File: config.mk
export PLATFORM = sky130hd
export DESIGN_NAME = audio_adc_rx
export DESIGN_NICKNAME = d
export VERILOG_FILES = /design/src/rtl/audio_rx_pkg.sv /design/src/rtl/audio_edge_sync.sv /design/src/rtl/audio_adc_rx.sv
export SDC_FILE = /design/constraint.sdc
export NUM_CORES = 1
export LEC_CHECK = 0
export CORE_MARGIN = 1
export CORE_UTILIZATION = 51
export CTS_CLUSTER_DIAMETER = 30
export DETAILED_ROUTE_END_ITERATION = 7
export PLACE_DENSITY = 0.72
export RECOVER_POWER = 25
export SYNTH_ARGS = -nofsm -noshare
export SYNTH_HDL_FRONTEND = slang
export SYNTH_SLANG_ARGS = --single-unit
File: constraint.sdc
create_clock -name Clk -period 2.7 [get_ports Clk]
set_input_delay 0.405 -clock Clk [delete_from_list [all_inputs] [get_ports Clk]]
set_output_delay 0.405 -clock Clk [all_outputs]
set_load 0.05 [all_outputs]
File: src/rtl/audio_rx_pkg.sv
// audio_rx_pkg: shared types and constants for the WM8731 ADC receive path.
package audio_rx_pkg;

  // Deserializer states: hunt for frame start, skip the I2S delay bit,
  // shift data bits, then idle until the word clock toggles.
  typedef enum logic [1:0] {
    ALIGN = 2'd0,
    SKIP  = 2'd1,
    SHIFT = 2'd2,
    FULL  = 2'd3
  } rx_state_e;

  // Default channel word width.
  localparam int SAMPLE_WIDTH_DEF = 16;

  // Shortest BCLK high/low phase, in system clock cycles, that the
  // synchronizers and edge detectors can resolve reliably.
  localparam int MIN_BCLK_PHASE = 3;

endpackage

File: src/rtl/audio_edge_sync.sv
// audio_edge_sync: multi-flop synchronizer for one asynchronous codec line,
// followed by a one-flop edge detector with registered rise/fall pulses.
// level_o is taken from the detector flop so that it lines up with the
// pulses; a data line passed through a sibling instance is therefore
// sampled at the same point as the clock line's edge pulse.
module audio_edge_sync #(
  parameter int STAGES = 2
) (
  input  logic clk_i,
  input  logic rst_ni,
  input  logic d_i,
  output logic level_o,
  output logic rise_o,
  output logic fall_o
);

  logic [STAGES-1:0] sync_q;
  logic              prev_q;
  logic              rise_q;
  logic              fall_q;
  logic              sync_out_s;

  assign sync_out_s = sync_q[STAGES-1];

  // Synchronizer chain, previous-value flop and registered edge pulses.
  always_ff @(posedge clk_i or negedge rst_ni) begin
    if (!rst_ni) begin
      sync_q <= '0;
      prev_q <= 1'b0;
      rise_q <= 1'b0;
      fall_q <= 1'b0;
    end else begin
      sync_q <= {sync_q[STAGES-2:0], d_i};
      prev_q <= sync_out_s;
      rise_q <= sync_out_s & ~prev_q;
      fall_q <= ~sync_out_s & prev_q;
    end
  end

  assign level_o = prev_q;
  assign rise_o  = rise_q;
  assign fall_o  = fall_q;

endmodule

File: src/rtl/audio_adc_rx.sv
// audio_adc_rx: I2S stereo capture from the WM8731 ADC path. Oversamples
// BCLK/ADCLRCK/ADCDAT in the system clock domain, deserializes left/right
// words and presents each pair over a ready/valid handshake with a sticky
// overrun flag. Optional feature macro: AUDIO_RX_PEAK_EN adds per-channel
// absolute peak registers (peak_left/peak_right) and the peak_clear input.
module audio_adc_rx
  import audio_rx_pkg::*;
#(
  parameter int SAMPLE_WIDTH = SAMPLE_WIDTH_DEF,
  parameter int SYNC_STAGES  = 2
) (
  input  logic                    Clk,
  input  logic                    Reset_n,
  input  logic                    AUD_BCLK,
  input  logic                    AUD_ADCLRCK,
  input  logic                    AUD_ADCDAT,
  input  logic                    enable,
  input  logic                    sample_ready,
  input  logic                    clear_overrun,
`ifdef AUDIO_RX_PEAK_EN
  input  logic                    peak_clear,
  output logic [SAMPLE_WIDTH-2:0] peak_left,
  output logic [SAMPLE_WIDTH-2:0] peak_right,
`endif
  output logic [SAMPLE_WIDTH-1:0] sample_left,
  output logic [SAMPLE_WIDTH-1:0] sample_right,
  output logic                    sample_valid,
  output logic                    overrun
);

  localparam int CNT_W = $clog2(SAMPLE_WIDTH + 1);

  // Conditioned codec lines.
  logic bclk_rise_s;
  logic bclk_fall_unused;
  logic bclk_level_unused;
  logic lr_rise_s;
  logic lr_fall_s;
  logic lr_level_unused;
  logic dat_s;
  logic dat_rise_unused;
  logic dat_fall_unused;
  logic lr_edge_s;

  audio_edge_sync #(.STAGES(SYNC_STAGES)) u_sync_bclk (
    .clk_i  (Clk),
    .rst_ni (Reset_n),
    .d_i    (AUD_BCLK),
    .level_o(bclk_level_unused),
    .rise_o (bclk_rise_s),
    .fall_o (bclk_fall_unused)
  );

  audio_edge_sync #(.STAGES(SYNC_STAGES)) u_sync_lrck (
    .clk_i  (Clk),
    .rst_ni (Reset_n),
    .d_i    (AUD_ADCLRCK),
    .level_o(lr_level_unused),
    .rise_o (lr_rise_s),
    .fall_o (lr_fall_s)
  );

  audio_edge_sync #(.STAGES(SYNC_STAGES)) u_sync_dat (
    .clk_i  (Clk),
    .rst_ni (Reset_n),
    .d_i    (AUD_ADCDAT),
    .level_o(dat_s),
    .rise_o (dat_rise_unused),
    .fall_o (dat_fall_unused)
  );

  assign lr_edge_s = lr_rise_s | lr_fall_s;

  // Deserializer state.
  rx_state_e         state_q, state_d;
  logic [CNT_W-1:0]  cnt_q, cnt_d;
  logic [SAMPLE_WIDTH-1:0] word_q, word_d;
  logic [SAMPLE_WIDTH-1:0] aligned_word_s;
  logic              commit_left_s;
  logic              commit_pair_s;

  // Received bits sit in the LSBs; shifting by the missing bit count
  // left-aligns a short word and zero-fills its unreceived LSBs.
  assign aligned_word_s = word_q << (CNT_W'(SAMPLE_WIDTH) - cnt_q);

  // Next-state logic: frame alignment, bit shifting and word commit strobes.
  always_comb begin
    state_d       = state_q;
    cnt_d         = cnt_q;
    word_d        = word_q;
    commit_left_s = 1'b0;
    commit_pair_s = 1'b0;
    if (!enable) begin
      state_d = ALIGN;
      cnt_d   = '0;
      word_d  = '0;
    end else begin
      case (state_q)
        ALIGN: begin
          if (lr_fall_s) begin
            state_d = SKIP;
          end else begin
            state_d = ALIGN;
          end
        end
        SKIP: begin
          if (lr_edge_s) begin
            // A word clock edge with no data bits means we lost the frame.
            state_d = ALIGN;
          end else if (bclk_rise_s) begin
            state_d = SHIFT;
            cnt_d   = '0;
            word_d  = '0;
          end else begin
            state_d = SKIP;
          end
        end
        SHIFT, FULL: begin
          if (lr_edge_s) begin
            commit_left_s = lr_rise_s;
            commit_pair_s = lr_fall_s;
            state_d       = SKIP;
          end else if (bclk_rise_s && (state_q == SHIFT)) begin
            word_d = {word_q[SAMPLE_WIDTH-2:0], dat_s};
            cnt_d  = cnt_q + CNT_W'(1);
            if (cnt_q == CNT_W'(SAMPLE_WIDTH - 1)) begin
              state_d = FULL;
            end else begin
              state_d = SHIFT;
            end
          end else begin
            state_d = state_q;
          end
        end
        default: begin
          state_d = ALIGN;
        end
      endcase
    end
  end

  // Deserializer registers.
  always_ff @(posedge Clk or negedge Reset_n) begin
    if (!Reset_n) begin
      state_q <= ALIGN;
      cnt_q   <= '0;
      word_q  <= '0;
    end else begin
      state_q <= state_d;
      cnt_q   <= cnt_d;
      word_q  <= word_d;
    end
  end

  // Pair holding and handshake.
  logic [SAMPLE_WIDTH-1:0] left_hold_q, left_hold_d;
  logic [SAMPLE_WIDTH-1:0] left_q, left_d;
  logic [SAMPLE_WIDTH-1:0] right_q, right_d;
  logic                    valid_q, valid_d;
  logic                    overrun_q, overrun_d;
  logic                    load_s;
  logic                    drop_s;

  // A completed pair loads when the slot is free or is being emptied now.
  assign load_s = commit_pair_s & (~valid_q | sample_ready);
  assign drop_s = commit_pair_s & valid_q & ~sample_ready;

  // Output pair, valid and sticky overrun next-state.
  always_comb begin
    left_hold_d = left_hold_q;
    left_d      = left_q;
    right_d     = right_q;
    valid_d     = valid_q;
    overrun_d   = overrun_q;
    if (commit_left_s) begin
      left_hold_d = aligned_word_s;
    end else begin
      left_hold_d = left_hold_q;
    end
    if (load_s) begin
      left_d  = left_hold_q;
      right_d = aligned_word_s;
      valid_d = 1'b1;
    end else if (valid_q && sample_ready) begin
      valid_d = 1'b0;
    end else begin
      valid_d = valid_q;
    end
    if (drop_s) begin
      overrun_d = 1'b1;
    end else if (clear_overrun) begin
      overrun_d = 1'b0;
    end else begin
      overrun_d = overrun_q;
    end
  end

  // Output pair registers.
  always_ff @(posedge Clk or negedge Reset_n) begin
    if (!Reset_n) begin
      left_hold_q <= '0;
      left_q      <= '0;
      right_q     <= '0;
      valid_q     <= 1'b0;
      overrun_q   <= 1'b0;
    end else begin
      left_hold_q <= left_hold_d;
      left_q      <= left_d;
      right_q     <= right_d;
      valid_q     <= valid_d;
      overrun_q   <= overrun_d;
    end
  end

  assign sample_left  = left_q;
  assign sample_right = right_q;
  assign sample_valid = valid_q;
  assign overrun      = overrun_q;

`ifdef AUDIO_RX_PEAK_EN
  // Magnitude of a two's complement word; the most-negative code has no
  // positive counterpart and saturates to the largest magnitude.
  function automatic logic [SAMPLE_WIDTH-2:0] abs_sat(input logic [SAMPLE_WIDTH-1:0] v);
    logic [SAMPLE_WIDTH-1:0] neg;
    neg = ~v + {{(SAMPLE_WIDTH-1){1'b0}}, 1'b1};
    if (!v[SAMPLE_WIDTH-1]) begin
      abs_sat = v[SAMPLE_WIDTH-2:0];
    end else if (neg[SAMPLE_WIDTH-1]) begin
      abs_sat = '1;
    end else begin
      abs_sat = neg[SAMPLE_WIDTH-2:0];
    end
  endfunction

  logic [SAMPLE_WIDTH-2:0] peak_l_q, peak_l_d;
  logic [SAMPLE_WIDTH-2:0] peak_r_q, peak_r_d;
  logic [SAMPLE_WIDTH-2:0] mag_l_s;
  logic [SAMPLE_WIDTH-2:0] mag_r_s;

  assign mag_l_s = abs_sat(left_hold_q);
  assign mag_r_s = abs_sat(aligned_word_s);

  // Peak max-accumulation on each pair load; clear takes priority.
  always_comb begin
    peak_l_d = peak_l_q;
    peak_r_d = peak_r_q;
    if (peak_clear) begin
      peak_l_d = '0;
      peak_r_d = '0;
    end else if (load_s) begin
      peak_l_d = (mag_l_s > peak_l_q) ? mag_l_s : peak_l_q;
      peak_r_d = (mag_r_s > peak_r_q) ? mag_r_s : peak_r_q;
    end else begin
      peak_l_d = peak_l_q;
      peak_r_d = peak_r_q;
    end
  end

  // Peak registers.
  always_ff @(posedge Clk or negedge Reset_n) begin
    if (!Reset_n) begin
      peak_l_q <= '0;
      peak_r_q <= '0;
    end else begin
      peak_l_q <= peak_l_d;
      peak_r_q <= peak_r_d;
    end
  end

  assign peak_left  = peak_l_q;
  assign peak_right = peak_r_q;
`endif

endmodule
### After elaboration in Yosys (flattened, before gate mapping)

Index checks and enable logic that the tools add are counted.

* output and inout port bits: 34
* register bits after elaboration: 85
* word-level logic and storage cells: 80

* equal/unequal tests: 10
* reductions and logical operators: 7
* shift operators: 1
* mux-type cells: 30
* bitwise logic cells: 13
* $add $sub $neg: 2

Operators with widths (count)
* $mux W16: 5
* $pmux W16 S2: 1
* $mux W5: 5
* $shl A16 B5 Y16: 1
* $mux W1: 12
* $mux W2: 5
* $pmux W5 S2: 1
* $ne A3 B3 Y1 const B: 3
* $and A1 B1 Y1: 6
* $pmux W2 S3: 1
* $add A5 B1 Y5 const B: 1
* $eq A5 B4 Y1 const B: 1
* $not A1 Y1: 5
* $reduce_and A5 Y1: 1
* $sub A5 B5 Y5 const A: 1
* $eq A2 B2 Y1 const B: 2
* $ne A4 B4 Y1 const B: 1
* $reduce_bool A2 Y1: 2
* $ne A3 B1 Y1 const B: 1
* $ne A3 B2 Y1 const B: 1
* $eq A2 B1 Y1 const B: 1
* $logic_and A1 B1 Y1: 2
* $logic_not A2 Y1: 1
* $or A1 B1 Y1: 2
* $reduce_or A2 Y1: 1

### Logic depth before layout (Yosys ltp)

* depth in word-level cells: 7
* depth in mapped cells: 10
* mapped depth without buffers: 7

### By module

Synthesis repeated with hierarchy kept, for this count alone.

* cells, all modules: 375
* area, all modules: 4002.6 µm²

By module, submodules not included
* audio_adc_rx: instances 1, area an instance 3582.2 µm², cells an instance 354
* audio_edge_sync: instances 3, area an instance 140.1 µm², cells an instance 7

### Worst setup path before layout

OpenSTA, ideal clock, no wires.

* path kind: register -> register
* start point: reg cnt_q[0]
* end point: reg left_hold_q[13]
* buffers on the path: 2
* data arrival time: 2430 ps
* setup time: 125 ps
* required time: 2575 ps
* slack: 145 ps
* clock period less this slack: 2555 ps
* cell stages (with the launch flop): 10
* cell sequence: dfrtp_1 > buf_4 > clkinv_1 > ha_1 > buf_2 > mux2_2 > or2_2 > a31oi_1 > o22ai_1 > mux2_2

* longest elaborated chain between the ends: 2

RTL lines
* start, declared: line audio_adc_rx.sv:76 `logic [CNT_W-1:0] cnt_q, cnt_d;`
* start signal, assigned: line audio_adc_rx.sv:150 `cnt_q <= cnt_d;`
* $sub A5 B5 Y5: line audio_adc_rx.sv:84 `assign aligned_word_s = word_q << (CNT_W'(SAMPLE_WIDTH) - cnt_q);`
* $shl A16 B5 Y16: line audio_adc_rx.sv:84
* end signal, assigned: line audio_adc_rx.sv:207 `left_hold_q <= left_hold_d;`
* end, declared: line audio_adc_rx.sv:156 `logic [SAMPLE_WIDTH-1:0] left_hold_q, left_hold_d;`

No other way between the ends.
A chain may end at the register's enable or synchronous reset.

### Worst setup path after layout

* start point: reg cnt_q[1]
* end point: reg right_q[11] (netlist: sample_right[11])

* longest elaborated chain between the ends: 2

RTL lines
* $sub A5 B5 Y5: line audio_adc_rx.sv:84
* $shl A16 B5 Y16: line audio_adc_rx.sv:84
* end signal, assigned: line audio_adc_rx.sv:209 `right_q <= right_d;`
* end, declared: line audio_adc_rx.sv:158 `logic [SAMPLE_WIDTH-1:0] right_q, right_d;`

No other way between the ends.

==> results by group <==
Place
  – Dpl hpwl: 5.77 mm
  – Post-place setup slack: ~0.23 ns
  – Final GP Congestion: 0.946
  – Port Buffer Count: slightly above 40

Min path
  – Hold EP: u_sync_lrck.sync_q[1]$_DFF_PN0_
  – Hold path start: u_sync_lrck.sync_q[0]$_DFF_PN0_
  – Worst hold path stage count: 0
  – Worst hold path class: flip-flop to flip-flop

Pwr
  – Max rail drop VDD: 0.308 mV
  – Final total power: 2.29 mW
  – PwrDens: about 480 nW/um^2
  – Leakage: roughly 2.1 nW

STA
  – Slew HR: -42.3%
  – Period utilisation layout: between 90% and 100%
  – Final Hold Fails: 0
  – RSZ-0062 raised after global routing: no
  – Setup TNS: 0 ns
  – Period minus WS final: around 2.5 ns
  – Slew Viols, Final: 40
  – Final Skew: between 0.01 and 0.015 ns
  – Final setup viols: 0
  – Worst-Margin Slew: 2.14 ns
  – Final WS setup: 0.221 ns
  – Fmax achieved: between 0.4 and 0.5 GHz

Route
  – Final WL: about 8 mm
  – Mean routed wirelength per cell: 15.4 um
  – Initial drt markers: 85
  – DRC Markers: 0
  – ANT nets after route: 0
  – Via count: 2903
  – Pre-antenna DRT Iters: 4
  – Post-DR vias/cell: 5.55

Setup path
  – Critical Path Slowest Stage Cell: dfrtp_1
  – Worst stage delay on the critical path: 0.44 ns
  – R2R Setup Slk: 0.22 ns
  – CP Launch Type: flip-flop
  – Most frequent CP cell: mux2i_1
  – R2R cell count: 8
  – Worst r2r src: cnt_q[1]$_DFFE_PN0P_
  – CP endpoint kind: flip-flop
  – Crit path arrival time: 2.73 ns
  – Reg-to-Reg End: sample_right[11]$_DFFE_PN0P_
  – Crit Path Category: flip-flop to flip-flop
  – WP data required: 2.95 ns
  – Worst-path maximum fanout: 7
  – CP cell instances: inv_1 -> ha_1 -> buf_4 -> mux2i_1 -> mux2i_1 -> mux2_2 -> nor3b_1 -> a221o_1

CTS
  – CTS Buf Count: 9
  – Post-CTS Setup Bufs: 0
  – Worst-path clk slew: 0.09 ns
  – Post-CTS Resized: 0
  – Clock Tree Buf Depth: 2
  – CTS tree: done
  – Num Clock Sinks: 85
  – Root Buffer: clkbuf_8
  – CTS Hold Bufs: 0
  – Clk_lat worst skew: 0.36 ns
  – H-tree level count: 3

Floorplanning
  – Initial Utilization: a little over half
  – Die Y: 90.4 um
  – Core ar.: 7410 um^2
  – Top Ports: 42
  – Die ar.: about 8200 um^2
  – Die width: 90.4 um
  – Std-Cell Rows: 31

Global routing
  – GRT overflow: 0
  – Largest net degree at the start of global routing: 52
  – Gr usage total: 21.6%
  – Initial antenna violation count: 0
  – First-pass GRT wire length: between 10 and 15 mm
  – Number of global-route vias before repair: 2796

Cells and area
  – N_diodes: 0
  – Commonest non-fill, non-tap cell in the layout: dfrtp_1
  – Most frequent cells in the layout: 85 x dfrtp_1, 67 x nand2_1, 37 x clkdlybuf4s50_1
  – Share of post-route cells with drive strength above 1: between 15 and 20%
  – Post-layout net count: 430
  – Fill cells: 610
  – Area Growth Syn to Fin: 18.9%

Logic synthesis
  – EDFF count, synth: 0
  – Mapped cell area: about 4000 um^2
  – Warnings from Yosys: 0
  – Yosys top cell by area: dfrtp_1
  – Primary FF master, synth: dfrtp_1
  – Syn_area_per_cell: ~11 um^2
  – Seq/Total Area, Yosys: 53.4%
  – Post-synthesis async set-or-reset flop share: 100%
  – Synth Instances: 377
  – Top cell type's share of synthesized area: 53.4%
  – Synthesized flop and latch total: 85
  – Syn Nets: 388
  – Post-synthesis cell type count: 47
  – Synth area leaders: dfrtp_1 53%, mux2_2 7.9%, nand2_1 6.3%, mux2i_1 6.3%, o21ai_0 3.8%

Flow run
  – MaxCap Viol Count: 1

Status
  – Status: finished, violations left
  – Failing checks: max-capacitance violations, max-slew violations
how the worst max path moves through the flow:
| stage | end | slack, ns | startpoint |
|---|---|---|---|
| final | sample_right[11]$_DFFE_PN0P_ | 0.22 | cnt_q[1]$_DFFE_PN0P_ |
| after global routing | left_hold_q[13]$_DFFE_PN0P_ | 0.07 | cnt_q[1]$_DFFE_PN0P_ |
| after CTS | sample_right[11]$_DFFE_PN0P_ | 0.22 | cnt_q[1]$_DFFE_PN0P_ |
| after detailed placement | sample_right[11]$_DFFE_PN0P_ | 0.23 | cnt_q[1]$_DFFE_PN0P_ |
| after global placement | left_hold_q[13]$_DFFE_PN0P_ | 0.34 | cnt_q[1]$_DFFE_PN0P_ |
| after floorplan | left_hold_q[13]$_DFFE_PN0P_ | 0.14 | cnt_q[0]$_DFFE_PN0P_ |
cell usage after synthesis (2+ instances only):
library cell / count
a221o_1: 3
a211oi_1: 3
nor3b_1: 2
ha_1: 3
nand2b_1: 5
nor2_1: 9
o22a_1: 3
dfrtp_1: 85
a22oi_1: 3
mux2i_1: 25
o21ai_0: 30
or2_2: 7
buf_2: 7
inv_1: 7
o31ai_1: 4
clkbuf_1: 14
mux2_2: 28
nor3_1: 6
nor2b_1: 5
o22ai_1: 3
nand3_1: 25
a21oi_1: 7
nand2_1: 67
xnor2_1: 3
flip-flops by register name, indices dropped and copies added (netlist names), 5 cells and up:
signal / flops
cnt_q: 5
left_hold_q: 16
sample_left: 16
sample_right: 16
word_q: 16
through the flow:
step	hold WS (ns)	util, %	instances	area, um^2
6_report	0.352	63.9	523	4740
5_1_grt	0.364	63.9	523	4740
3_5_place_dp	0.336	61.2	507	4540
4_1_cts	0.0236	64.0	523	4740
2_1_floorplan	0.109	-	377	3980
3_3_place_gp	0.332	61.2	507	4540
final cells by class:
type / instances / area [um^2] / share of cell area (%)
clock inverters: 7 / 80.1 / 1.69
inverters: 8 / 30.0 / 0.634
flip-flops and latches: 85 / 2130 / 44.9
well taps: 99 / 124 / 2.61
clock buffers: 9 / 124 / 2.61
multi-input cells: 261 / 1730 / 36.4
repair buffers: 54 / 527 / 11.1
power breakdown:
part           total (mW)  switching [mW]  internal [mW]
clock               0.929           0.486          0.442
combinational      0.0734          0.0497         0.0237
sequential           1.29         0.00742           1.28
total                2.29           0.544           1.75
critical path: cells and delay by family, from the launching register on:
kind                     cells  cell delay, ns
flip-flops                   1            0.44
AND/OR/NAND/NOR              1            0.14
buffers and inverters        2            0.32
multiplexers                 3            0.75
AO/OA/AOI/OAI                1            0.28
adder cells (fa/ha/maj)      1            0.44
per-layer routing:
layer / share of wire, % / wire length (um) / GRT usage [%]
met5: 0 / 0 / 0
met4: 1.7 / 136 / 8.06
met3: 2.6 / 211 / 2.78
met2: 48 / 3850 / 34.7
met1: 48 / 3860 / 30.1
cells by family after synthesis:
family                     synth area share (%)
and+or+nand+nor                            15.3
muxes                                      14.9
DFF                                        53.4
xor gates and xnor gates                   1.35
buffers and inverters                      3.42
adders and majority gates                 0.942
AOI/OAI and AO/OA                          10.7
No activity file was read; power rests on OpenSTA's default activity.
